### config.mk
export PLATFORM = sky130hd
export DESIGN_NAME = ddr2_traffic_gen
export DESIGN_NICKNAME = d
export VERILOG_FILES = /design/src/rtl/ddr2_traffic_gen.sv
export SDC_FILE = /design/constraint.sdc
export NUM_CORES = 1
export LEC_CHECK = 0
export BUFFER_PORTS_ARGS = -buffer_cell sky130_fd_sc_hd__buf_2
export CAP_MARGIN = 20
export CORE_AREA = 5 5 234 236
export CTS_CLUSTER_SIZE = 20
export DETAILED_ROUTE_END_ITERATION = 16
export DIE_AREA = 0 0 239 241
export GPL_ROUTABILITY_DRIVEN = 0
export PLACE_DENSITY = 0.49
export SYNTH_ARGS = -nofsm -noshare
export SYNTH_HDL_FRONTEND = slang
export SYNTH_SLANG_ARGS = --single-unit
### constraint.sdc
create_clock -name clk -period 3.3 [get_ports clk]
set_input_delay 0.165 -clock clk [delete_from_list [all_inputs] [get_ports clk]]
set_output_delay 0.165 -clock clk [all_outputs]
set_load 0.05 [all_outputs]
### src/rtl/ddr2_traffic_gen.sv
// Self-checking traffic generator/checker for the MIG DDR2 app interface.
// Writes LFSR-patterned bursts, reads them back and counts mismatching words.
module ddr2_traffic_gen #(
    parameter int APPDATA_WIDTH = 32,
    parameter int ADDR_WIDTH    = 31,
    parameter int BURST_WORDS   = 2,
    parameter int ADDR_STEP     = 4,
    parameter int CNT_WIDTH     = 16,
    parameter int TIMEOUT       = 4096
) (
    input  logic                       clk,
    input  logic                       reset_n,
    input  logic                       start,
    input  logic [1:0]                 mode,
    input  logic [ADDR_WIDTH-1:0]      base_addr,
    input  logic [CNT_WIDTH-1:0]       num_bursts,
    input  logic [31:0]                seed,
    input  logic                       phy_init_done,
    input  logic                       app_af_afull,
    input  logic                       app_wdf_afull,
    input  logic                       rd_data_valid,
    input  logic [APPDATA_WIDTH-1:0]   rd_data_fifo_out,
    output logic                       app_af_wren,
    output logic [ADDR_WIDTH-1:0]      app_af_addr,
    output logic [2:0]                 app_af_cmd,
    output logic                       app_wdf_wren,
    output logic [APPDATA_WIDTH-1:0]   app_wdf_data,
    output logic [APPDATA_WIDTH/8-1:0] app_wdf_mask_data,
    output logic                       busy,
    output logic                       done,
    output logic                       error,
    output logic                       timeout,
    output logic [CNT_WIDTH-1:0]       err_count,
    output logic [ADDR_WIDTH-1:0]      first_err_addr
);
    localparam int WW = (BURST_WORDS > 1) ? $clog2(BURST_WORDS) : 1;
    localparam int TW = $clog2(TIMEOUT + 1);
    localparam int REP = APPDATA_WIDTH / 32;

    localparam logic [2:0] S_IDLE      = 3'd0;
    localparam logic [2:0] S_WAIT_INIT = 3'd1;
    localparam logic [2:0] S_WR_DATA   = 3'd2;
    localparam logic [2:0] S_WR_CMD    = 3'd3;
    localparam logic [2:0] S_RD_CMD    = 3'd4;
    localparam logic [2:0] S_RD_DRAIN  = 3'd5;
    localparam logic [2:0] S_DONE      = 3'd6;

    localparam logic [ADDR_WIDTH-1:0] STEP   = ADDR_WIDTH'(ADDR_STEP);
    localparam logic [WW-1:0]         W_LAST = WW'(BURST_WORDS - 1);

    // Multiply-by-x Galois step for x^32+x^22+x^2+x+1
    function automatic logic [31:0] lfsr_next(input logic [31:0] s);
        return {s[30:0], 1'b0} ^ (s[31] ? 32'h0040_0007 : 32'h0);
    endfunction

    logic [2:0]            state;
    logic [1:0]            mode_r;
    logic [ADDR_WIDTH-1:0] base_r, addr_r, chk_addr;
    logic [CNT_WIDTH-1:0]  nb_r, cmd_cnt, rcv_bursts;
    logic [31:0]           seed_r, gen_lfsr, chk_lfsr;
    logic [WW-1:0]         wcnt, rwcnt;
    logic [TW-1:0]         tcnt;

    logic wr_go, cmd_go, rd_phase, last_cmd, mismatch, t_expire;
    logic [31:0] seed_fix;

    assign seed_fix = (seed == 32'd0) ? 32'd1 : seed;
    assign wr_go    = (state == S_WR_DATA) && !app_wdf_afull;
    assign cmd_go   = ((state == S_WR_CMD) || (state == S_RD_CMD)) && !app_af_afull;
    assign rd_phase = (state == S_RD_CMD) || (state == S_RD_DRAIN);
    assign last_cmd = (cmd_cnt == nb_r - CNT_WIDTH'(1));
    assign mismatch = (rd_data_fifo_out != {REP{chk_lfsr}});
    assign t_expire = rd_phase && !rd_data_valid && (tcnt == TW'(TIMEOUT - 1));

    assign app_wdf_wren      = wr_go;
    assign app_af_wren       = cmd_go;
    assign app_af_cmd        = (state == S_RD_CMD) ? 3'b001 : 3'b000;
    assign app_af_addr       = addr_r;
    assign app_wdf_data      = {REP{gen_lfsr}};
    assign app_wdf_mask_data = '0;
    assign busy              = (state != S_IDLE);
    assign done              = (state == S_DONE);

    always_ff @(posedge clk) begin
        if (!reset_n) begin
            state          <= S_IDLE;
            mode_r         <= '0;
            base_r         <= '0;
            addr_r         <= '0;
            chk_addr       <= '0;
            nb_r           <= '0;
            cmd_cnt        <= '0;
            rcv_bursts     <= '0;
            seed_r         <= '0;
            gen_lfsr       <= '0;
            chk_lfsr       <= '0;
            wcnt           <= '0;
            rwcnt          <= '0;
            tcnt           <= '0;
            error          <= 1'b0;
            timeout        <= 1'b0;
            err_count      <= '0;
            first_err_addr <= '0;
        end else begin
            case (state)
                S_IDLE: if (start) begin
                    mode_r         <= mode;
                    base_r         <= base_addr;
                    addr_r         <= base_addr;
                    chk_addr       <= base_addr;
                    nb_r           <= num_bursts;
                    seed_r         <= seed_fix;
                    gen_lfsr       <= seed_fix;
                    chk_lfsr       <= seed_fix;
                    cmd_cnt        <= '0;
                    rcv_bursts     <= '0;
                    wcnt           <= '0;
                    rwcnt          <= '0;
                    tcnt           <= '0;
                    error          <= 1'b0;
                    timeout        <= 1'b0;
                    err_count      <= '0;
                    first_err_addr <= '0;
                    state <= (mode == 2'd3 || num_bursts == '0) ? S_DONE : S_WAIT_INIT;
                end
                S_WAIT_INIT: if (phy_init_done)
                    state <= (mode_r == 2'd1) ? S_RD_CMD : S_WR_DATA;
                S_WR_DATA: if (wr_go) begin
                    gen_lfsr <= lfsr_next(gen_lfsr);
                    if (wcnt == W_LAST) begin
                        wcnt  <= '0;
                        state <= S_WR_CMD;
                    end else begin
                        wcnt <= wcnt + WW'(1);
                    end
                end
                S_WR_CMD: if (cmd_go) begin
                    if (!last_cmd) begin
                        cmd_cnt <= cmd_cnt + CNT_WIDTH'(1);
                        addr_r  <= addr_r + STEP;
                        state   <= S_WR_DATA;
                    end else if (mode_r == 2'd2) begin
                        cmd_cnt  <= '0;
                        addr_r   <= base_r;
                        gen_lfsr <= seed_r;
                        state    <= S_RD_CMD;
                    end else begin
                        addr_r <= addr_r + STEP;
                        state  <= S_DONE;
                    end
                end
                S_RD_CMD: if (t_expire) begin
                    state <= S_DONE;
                end else if (cmd_go) begin
                    addr_r <= addr_r + STEP;
                    if (last_cmd) state <= S_RD_DRAIN;
                    else          cmd_cnt <= cmd_cnt + CNT_WIDTH'(1);
                end
                S_RD_DRAIN: if (t_expire || rcv_bursts == nb_r) state <= S_DONE;
                S_DONE:  state <= S_IDLE;
                default: state <= S_IDLE;
            endcase

            // Checker and read timeout run only while reads are outstanding
            if (rd_phase) begin
                if (rd_data_valid) begin
                    tcnt     <= '0;
                    chk_lfsr <= lfsr_next(chk_lfsr);
                    if (rwcnt == W_LAST) begin
                        rwcnt      <= '0;
                        chk_addr   <= chk_addr + STEP;
                        rcv_bursts <= rcv_bursts + CNT_WIDTH'(1);
                    end else begin
                        rwcnt <= rwcnt + WW'(1);
                    end
                    if (mismatch) begin
                        error <= 1'b1;
                        if (err_count == '0) first_err_addr <= chk_addr;
                        if (err_count != '1) err_count <= err_count + CNT_WIDTH'(1);
                    end
                end else if (t_expire) begin
                    timeout <= 1'b1;
                    error   <= 1'b1;
                end else begin
                    tcnt <= tcnt + TW'(1);
                end
            end
        end
    end
endmodule

# Yosys cells after proc, flatten, opt, wreduce, memory -nomap -nowiden
# Cells that the tools add are included.
# word_totals
register_bits,306
in_bits,120
out_inout_bits,123
word_cells,172
# op_classes
addsub,9
n_eq_ne,28
muxes,90
n_bitwise,2
n_reduce_logical,25
# ops
cell,n
2-to-1 mux 31 bit,17
2-to-1 mux 32 bit,10
2-to-1 mux 16 bit,18
one-hot mux 32 bit (3 select lines),1
one-hot mux 31 bit (3 select lines),1
2-to-1 mux 13 bit,5
XOR 32 x 23 -> 32 bit,2
"adder 31 x 3 -> 31 bit, second input constant",2
"adder 16 x 1 -> 16 bit, second input constant",3
one-hot mux 16 bit (3 select lines),1
2-to-1 mux 23 bit,2
2-to-1 mux 3 bit,12
== test 16 bit,2
zero test 16 bit,2
zero test 32 bit,1
inequality test 32 bit,1
2-to-1 mux 1 bit,20
"inequality test 2 bit, second input constant",9
one-hot mux 3 bit (6 select lines),1
"inequality test 16 bit, second input constant",1
"subtractor 16 x 1 -> 16 bit, second input constant",1
"adder 13 x 1 -> 13 bit, second input constant",1
"== test 13 x 12 -> 1 bit, second input constant",1
"== test 3 bit, second input constant",3
other kinds (22),37

# Longest topological paths before layout
# Gate-level depths: netlist of the first run.
# logic_depth
depth_word,7
ltp_mapped,15
depth_no_buf,11

# Least setup slack after synthesis of the first run
# OpenSTA, ideal clock, no wires.
# synth_path
path_type,flip-flop to flip-flop
from,reg state[1]
to,reg addr_r[28] (netlist: app_af_addr[28])
setup_ps,70
arrival_ps,3069
t_required_ps,3230
slack_ps,161
path_stages_with_launch,12
path_buffers,4
synth_period_minus_slack_ps,3139
path_cell_list,dfxtp_1 > clkbuf_1 > nand2b_1 > clkbuf_1 > nor2_1 > nor2_1 > nor2_1 > o22a_1 > clkbuf_1 > clkbuf_1 > o21ai_0 > a21oi_1
# synth_via
word_cells_on_any_way,16
cone_classes,eq/ne: 7; mux: 1; reduce/logical: 8
# synth_rtl
element,line_no,rtl
start: declaration,56,logic [2:0] state;
start signal: assignment,124,state <= (mode == 2'd3 || num_bursts == '0) ? S_DONE : S_WAIT_INIT;
start signal: assignment,127,state <= (mode_r == 2'd1) ? S_RD_CMD : S_WR_DATA;
== test 3 x 2 -> 1 bit / == test 3 bit (equally long branches),69,assign cmd_go = ((state == S_WR_CMD) || (state == S_RD_CMD)) && !app_af_afull;
logical OR 1 bit (*),69,
logical AND 1 bit (*),69,
net app_af_wren,23,"output logic app_af_wren,"
inequality test 2 bit (no source line),--,
AND reduction 5 bit (no source line) (*),--,
end signal: assignment,109,addr_r <= base_addr;
end signal: assignment,140,addr_r <= addr_r + STEP;
end signal: assignment,144,addr_r <= base_r;
end: declaration,58,"logic [ADDR_WIDTH-1:0] base_r, addr_r, chk_addr;"
# Mark *: on every way through the listed nets, which the timed path passes. The rest lies on a longest branch.
# A chain may end at the register's enable or synchronous reset.

# Worst setup path in the final report of the first run
# layout_path
from,reg nb_r[1]
to,reg gen_lfsr[14] (netlist: app_wdf_data[14])
# layout_via
elab_chain_len,4
# layout_lines
element,line_no,rtl
start: declaration,59,"logic [CNT_WIDTH-1:0] nb_r, cmd_cnt, rcv_bursts;"
start signal: assignment,111,nb_r <= num_bursts;
subtractor 16 x 1 -> 16 bit,71,assign last_cmd = (cmd_cnt == nb_r - CNT_WIDTH'(1));
== test 16 bit,71,
inequality test 2 bit (no source line),--,
AND reduction 6 bit (no source line),--,
end signal: assignment,113,gen_lfsr <= seed_fix;
end signal: assignment,129,gen_lfsr <= lfsr_next(gen_lfsr);
end signal: assignment,145,gen_lfsr <= seed_r;
end: declaration,60,"logic [31:0] seed_r, gen_lfsr, chk_lfsr;"
# No other way between the ends.

==> impl_metrics.env, run 1 <==
export IMPL_synth_warnings=0
export IMPL_pwr_share_seq_pct=34.5
export IMPL_switchingPower_uw=6220
export IMPL_tightest_slew_ns=0.9350
export IMPL_synth_edf_count=0
export IMPL_mostFrequentLayoutCell="nand2_1"
export IMPL_cp_max_fo=56
export IMPL_die_w_um=239
export IMPL_drtIter0Drc=1253
export IMPL_numPortBuffers=236
export IMPL_cp_required_ns=3.72
export IMPL_ys_seq_area_share_pct=39.53
export IMPL_path_clk_slew_ns=0.06
export IMPL_io_pins=243
export IMPL_grt_overflow=0
export IMPL_slowest_delay_ns=0.60
export IMPL_synth_distinct_cells=74
export IMPL_fin_nets=2406
export IMPL_timing_final_crit_share_pct=94.60
export IMPL_ctsRootBufferMaster="clkbuf_16"
export IMPL_htree_num_levels=2
export IMPL_grt_first_pass_wirelength_mm=87.69
export IMPL_initial_core_util_pct=29.67
export IMPL_core_region_area_mm2=0.05224
export IMPL_arrival_ns=3.54
export IMPL_p_per_area_mw_per_mm2=767.8
export IMPL_slowest_stage="or4_1"
export IMPL_num_vias=15842
export IMPL_outcome="completed"
export IMPL_final_max_slew_viol_count=0
export IMPL_postSynthAreaPerCell_um2=7.695
export IMPL_crit_cells=10
export IMPL_diodes=0
export IMPL_grt_max_degree=79
export IMPL_endpoint_kind="flip-flop"
export IMPL_r2r_cells=10
export IMPL_combPwrFrac_pct=35.9
export IMPL_path_cells="or4_1 -> nor2_4 -> mux2i_1 -> a2111oi_4 -> nor4bb_4 -> a31oi_1 -> or3_2 -> buf_12 -> nand3_1 -> o21ai_0"
export IMPL_maxSlewHeadroom_pct=37.43
export IMPL_drt_pass1_iter_count=5
export IMPL_finalPower_uw=15100
export IMPL_p_int_uw=8884
export IMPL_die_area_mm2=0.05760
export IMPL_rows=84
export IMPL_clock_latency_ns=0.56
export IMPL_cts_buffers=38
export IMPL_syn2layout_area_growth_pct=26.92
export IMPL_ys_ff_latch=306
export IMPL_die_h_um=241
export IMPL_whs_ns=0.1332
export IMPL_cts_buffer_depth=3
export IMPL_fmax_mhz=320.3
export IMPL_cts_tree="done"
export IMPL_mostFrequentLayoutCells="nand2_1 (372), dfxtp_1 (305), buf_2 (234)"
export IMPL_drive_above_1_share_pct=17.73
export IMPL_netlist_area_mm2=0.01550
export IMPL_cpLargestDelayFamily="simple AND/OR/NAND/NOR gates"
export IMPL_grt_pass1_vias=15036
export IMPL_skew_ns=0.02010
export IMPL_holdPathStages=2
export IMPL_grt_antenna_before_repair=0
export IMPL_route_detailed_drc=0
export IMPL_hold_violations=0
export IMPL_path_class="reg -> reg"
export IMPL_setup_violations=0
export IMPL_grt_usage_pct=18.91
export IMPL_leakage_uw=0.007422
export IMPL_synth_flop_cell="dfxtp_1"
export IMPL_ant_nets=0
export IMPL_ir_worst_vdd_mv=0.5832
export IMPL_wl_per_cell_um=19.19
export IMPL_switching_share_pct=41.18
export IMPL_dp_final_hpwl_mm=40.22
export IMPL_routed_wl_mm=57.49
export IMPL_max_cap_viol_count=0
export IMPL_async_reset_ff_share_pct=0
export IMPL_clock_sinks=306
export IMPL_critPathBufInv=1
export IMPL_finalCriticalPeriod_ns=3.122
export IMPL_hp_class="in -> reg"
export IMPL_crit_path_start_kind="flip-flop"
export IMPL_via_per_inst=5.289
export IMPL_syn_inst=2014
export IMPL_clkPwrFrac_pct=29.6
==> worst register-to-register path: cells and delay by family (launching register included) <==
kind            cells  cell delay, ns
simple gates        5            1.75
flops               1            0.37
mux                 1            0.34
compound gates      3            0.28
buf+inv             1            0.22
==> per-layer routing <==
metal  vias up  wire [um]  track usage, %
met5         -          0               0
met1      7580      25810           25.95
met2       477      26770           30.94
met3        77       3471           3.211
met4         0       1438           5.136
li1       7708          -               -
==> logic make-up (layout without fill, tap and decap cells) <==
family	after synthesis	in the layout	share of synthesized area [%]
buffers and inverters	178	466	4.892
adders and majority gates	8	8	0.6459
muxes	46	46	3.011
other	1	6	0.02420
AOI/OAI and AO/OA	542	542	21.05
and+or+nand+nor	823	823	24.64
xor gates and xnor gates	110	110	6.216
DFF	306	306	39.53
==> final timing paths <==
path / startpoint / endpoint / slack [ns]
max: nb_r[1] / app_wdf_data[14] / 0.18
min reg2reg: seed_r[3] / seed_r[3] / 0.45
min: reset_n / app_af_addr[29] / 0.13
max reg2reg: nb_r[1] / app_wdf_data[14] / 0.18
==> metrics by stage <==
step	area, um^2	setup TNS [ns]	std cells	worst slack [ns]	utilization [%]
after floorplan	15520	0	2019	0.1613	-
after global placement	17450	0	2842	0.1899	33.41
after detailed placement	17450	0	2842	0.06876	33.41
after CTS	19610	0	2993	0.04522	37.54
after global routing	19670	-0.04477	2995	-0.02206	37.66
final	19670	0	2995	0.1782	37.66
==> power groups by stage <==
stage | Combinational [uW] | Clock [uW] | Sequential, uW
3_5_place_dp | 5250 | 0 | 5280
3_3_place_gp | 5210 | 0 | 5260
4_1_cts | 5340 | 4600 | 5200
6_report | 5420 | 4470 | 5220
5_1_grt | 5880 | 4740 | 5310
2_1_floorplan | 2900 | 0 | 5880
==> state kept, by name, summed over array words and instances (netlist names) <==
name and cells:
err_count 16, app_wdf_data 32, timeout 1, error 1
cmd_cnt 16, rcv_bursts 16, nb_r 16, rwcnt 1
app_af_addr 31, first_err_addr 31, wcnt 1, chk_addr 31
mode_r 2, seed_r 32, tcnt 13, base_r 31
chk_lfsr 32, state 3
==> area by class of cell <==
cell class              count  area [um^2]
clock buffers              55         1146
clock inverters            14        188.9
fillers                  5440        32560
inverters                  15        61.31
multi-input cells        1535         8725
flip-flops and latches    306         6127
well taps                 688        860.8
repair buffers            382         2562
==> repair_timing <==
action	CTS	global route
setup buffers	0	2
endpoints found under the setup margin	0	76
hold endpoints to repair	183	0
hold buffers	82	0
gates resized for setup	0	6
==> cells in the mapped netlist, types with 19 or more instances <==
library cell  number  area (um^2)
nor2_1           130        488.0
dfxtp_1          306         6126
xnor2_1           77        674.4
o21ai_0          122        610.6
xor2_1            33        289.0
nor4_1            27        168.9
nand4_1           36        225.2
buf_1             19        71.32
nand2_1          373         1400
nand3_1          111        555.5
clkbuf_1         118        442.9
a31oi_1           58        362.9
a21oi_1          203         1016
nor3_1            22        110.1
and3_1            36        225.2
mux2i_1           41        410.4
o21ai_1           21        105.1
o211ai_1          35        262.8
Power figures use the tool's default switching activity.
==> run 2, diff against run 1 <==
--- a/config.mk
+++ b/config.mk
@@ -5,12 +5,13 @@
 export SDC_FILE = /design/constraint.sdc
 export NUM_CORES = 1
 export LEC_CHECK = 0
+export ABC_AREA = 1
 export BUFFER_PORTS_ARGS = -buffer_cell sky130_fd_sc_hd__buf_2
 export CAP_MARGIN = 20
-export CORE_AREA = 5 5 234 236
+export CORE_AREA = 5 5 247 249
 export CTS_CLUSTER_SIZE = 20
 export DETAILED_ROUTE_END_ITERATION = 16
-export DIE_AREA = 0 0 239 241
+export DIE_AREA = 0 0 252 254
 export GPL_ROUTABILITY_DRIVEN = 0
 export PLACE_DENSITY = 0.49
 export SYNTH_ARGS = -nofsm -noshare
==> impl_metrics.env, run 2 <==
export IMPL_outcome="completed"
export IMPL_leakage_uw=0.009003
export IMPL_grt_overflow=0
export IMPL_num_vias=18657
export IMPL_mostFrequentLayoutCells="nand2_1 (720), dfxtp_1 (306), nor2_1 (258)"
export IMPL_mostFrequentLayoutCell="nand2_1"
export IMPL_clock_latency_ns=0.57
export IMPL_rows=89
export IMPL_ys_ff_latch=306
export IMPL_cts_tree="done"
export IMPL_hold_violations=0
export IMPL_path_clk_slew_ns=0.06
export IMPL_crit_path_start_kind="flip-flop"
export IMPL_fmax_mhz=347.5
export IMPL_tightest_slew_ns=0.9740
export IMPL_path_class="reg -> reg"
export IMPL_holdPathStages=3
export IMPL_grt_max_degree=77
export IMPL_cp_required_ns=3.76
export IMPL_syn2layout_area_growth_pct=23.12
export IMPL_cts_buffers=40
export IMPL_fin_nets=3025
export IMPL_clkPwrFrac_pct=26.0
export IMPL_cp_max_fo=36
export IMPL_ant_nets=0
export IMPL_postCtsSetupRepairBufs=0
export IMPL_synth_top_cell_area_share_pct=35.27
export IMPL_max_cap_viol_count=0
export IMPL_synth_flop_cell="dfxtp_1"
export IMPL_switchingPower_uw=8223
export IMPL_path_common_cell="nand2_1"
export IMPL_rsz0062_at_grt="false"
export IMPL_grt_usage_pct=19.59
export IMPL_clock_sinks=306
export IMPL_ctsRootBufferMaster="clkbuf_16"
export IMPL_grt_first_pass_wirelength_mm=101.8
export IMPL_rrSetupSlack_ns=0.42
export IMPL_postCtsResizedCells=0
export IMPL_htree_num_levels=2
export IMPL_maxSlewHeadroom_pct=35.00
export IMPL_synth_warnings=0
export IMPL_slowest_stage="nand2_8"
export IMPL_fin_tns_setup_ns=0
export IMPL_numPortBuffers=236
export IMPL_routed_wl_mm=65.33
export IMPL_synth_top_cells_by_count="nand2_1 (721), dfxtp_1 (306), nor2_1 (259)"
export IMPL_setup_violations=0
export IMPL_wl_met1_mm=29.63
export IMPL_ir_worst_vdd_mv=0.4634
export IMPL_dr_wl_met3_mm=4.425
export IMPL_netlist_area_mm2=0.01737
export IMPL_postSynthAreaPerCell_um2=6.574
export IMPL_synth_most_common_cell="nand2_1"
export IMPL_die_area_mm2=0.06401
export IMPL_pwr_share_seq_pct=31.1
export IMPL_switching_share_pct=45.94
export IMPL_final_max_slew_viol_count=0
export IMPL_die_w_um=252
export IMPL_synth_edf_count=0
export IMPL_via_per_inst=5.044
export IMPL_endpoint_kind="flip-flop"
export IMPL_route_detailed_drc=0
export IMPL_fillCellCount=6238
export IMPL_hold_buffers=80
export IMPL_slowest_delay_ns=0.39
export IMPL_timing_final_crit_share_pct=87.21
export IMPL_drtIter0Drc=1311
export IMPL_dp_final_hpwl_mm=46.49
export IMPL_initial_core_util_pct=29.71
export IMPL_grt_antenna_before_repair=1
export IMPL_whs_ns=0.06237
export IMPL_ys_seq_area_share_pct=35.27
export IMPL_synth_distinct_cells=56
export IMPL_skew_ns=0.03473
export IMPL_wl_per_cell_um=17.66
export IMPL_grt_pass1_vias=17858
export IMPL_die_h_um=254
export IMPL_core_region_area_mm2=0.05846
export IMPL_wl_met2_mm=29.88
export IMPL_hp_class="in -> reg"
export IMPL_syn_inst=2642
export IMPL_drive_above_1_share_pct=14.01
export IMPL_diodes=0
export IMPL_cts_buffer_depth=3
export IMPL_path_cells="inv_1 -> ha_1 -> nand2_1 -> nor2_1 -> nand2_1 -> nand2_1 -> nand2_1 -> nand2_1 -> nand2_1 -> nor2_1 -> nand2_2 -> nor2_4 -> nand2_4 -> nand2_8 -> nand2_4 -> nand2_1 -> nand3_1 -> nand2_1 -> inv_1"
export IMPL_synthTopCellsByArea="dfxtp_1 (35%), nand2_1 (16%), a21oi_1 (6.9%)"
export IMPL_finalCriticalPeriod_ns=2.878
export IMPL_synth_largest_area_cell="dfxtp_1"
export IMPL_drt_pass1_iter_count=7
export IMPL_highest_layer="met5"
export IMPL_r2r_cells=19
export IMPL_combPwrFrac_pct=42.9
export IMPL_arrival_ns=3.34
export IMPL_async_reset_ff_share_pct=0
export IMPL_p_per_area_mw_per_mm2=837.0
export IMPL_p_int_uw=9677
export IMPL_io_pins=243
run 2: cell count changes after synthesis, moves of 22 or more:
cell and change:
inv_1 +196, nor3_1 +26, mux2i_1 -41, a22oi_1 +22
nand2_1 +348, and3_1 -34, xnor2_1 -23, nand4_1 +41
o21ai_0 +71, nor2_1 +129, a21oi_1 +36, o211ai_1 -32
run 2: power groups by stage:
stage                     Combinational (uW)  Clock, uW  Sequential (uW)
final                                   7680       4650             5570
after global routing                    8510       4910             5700
after CTS                               7700       4750             5570
after detailed placement                7590          0             5640
after global placement                  7540          0             5630
after floorplan                         4530          0             6480
run 2: cell families (layout without fill, tap and decap cells):
group,count (synthesis),in the layout,share of synthesized area [%]
adders and majority gates,8,8,0.5763
xor gates and xnor gates,104,104,5.244
AOI/OAI and AO/OA,541,541,17.07
and+or+nand+nor,1312,1312,32.95
other,1,6,0.02159
DFF,306,306,35.27
buffers and inverters,370,649,8.875
run 2: metal layers:
metal,GRT usage [%],vias up
met4,4.498,2
met2,32.36,561
met5,0,-
li1,-,9229
met3,4.227,94
met1,26.37,8771
run 2: layout make-up:
class | count | area (um^2) | area share [%]
Clock buffer | 60 | 1226 | 5.734
Clock inverter | 11 | 177.7 | 0.8308
Inverter | 225 | 852.1 | 3.984
Multi-Input combinational cell | 1971 | 9737 | 45.53
Sequential cell | 306 | 6126 | 28.65
Tap cell | 773 | 967.2 | 4.523
Timing Repair Buffer | 353 | 2300 | 10.75
run 2: through the flow:
stage,setup WS (ns),util [%],power [uW],area [um^2],std cells
2_1_floorplan,0.7966,-,11010,17390,2647
3_5_place_dp,0.4410,32.81,13230,19180,3548
6_report,0.4221,36.58,17900,21390,3699
4_1_cts,0.4399,36.58,18030,21390,3699
5_1_grt,0.08054,36.58,19110,21390,3699
3_3_place_gp,0.5253,32.81,13170,19180,3548
run 2: final timing paths:
check,start,to
hold reg to reg,chk_addr[1],chk_addr[1]
hold / removal,reset_n,app_wdf_data[22]
setup reg to reg,nb_r[0],app_af_addr[21]
setup / recovery,nb_r[0],app_af_addr[21]
run 2: worst max-delay path, delay by kind of cell, from the launching register on:
family / cells / cell delay, ns
simple gates: 16 / 1.99
fa+ha+maj: 1 / 0.26
flops: 1 / 0.32
buf+inv: 2 / 0.19
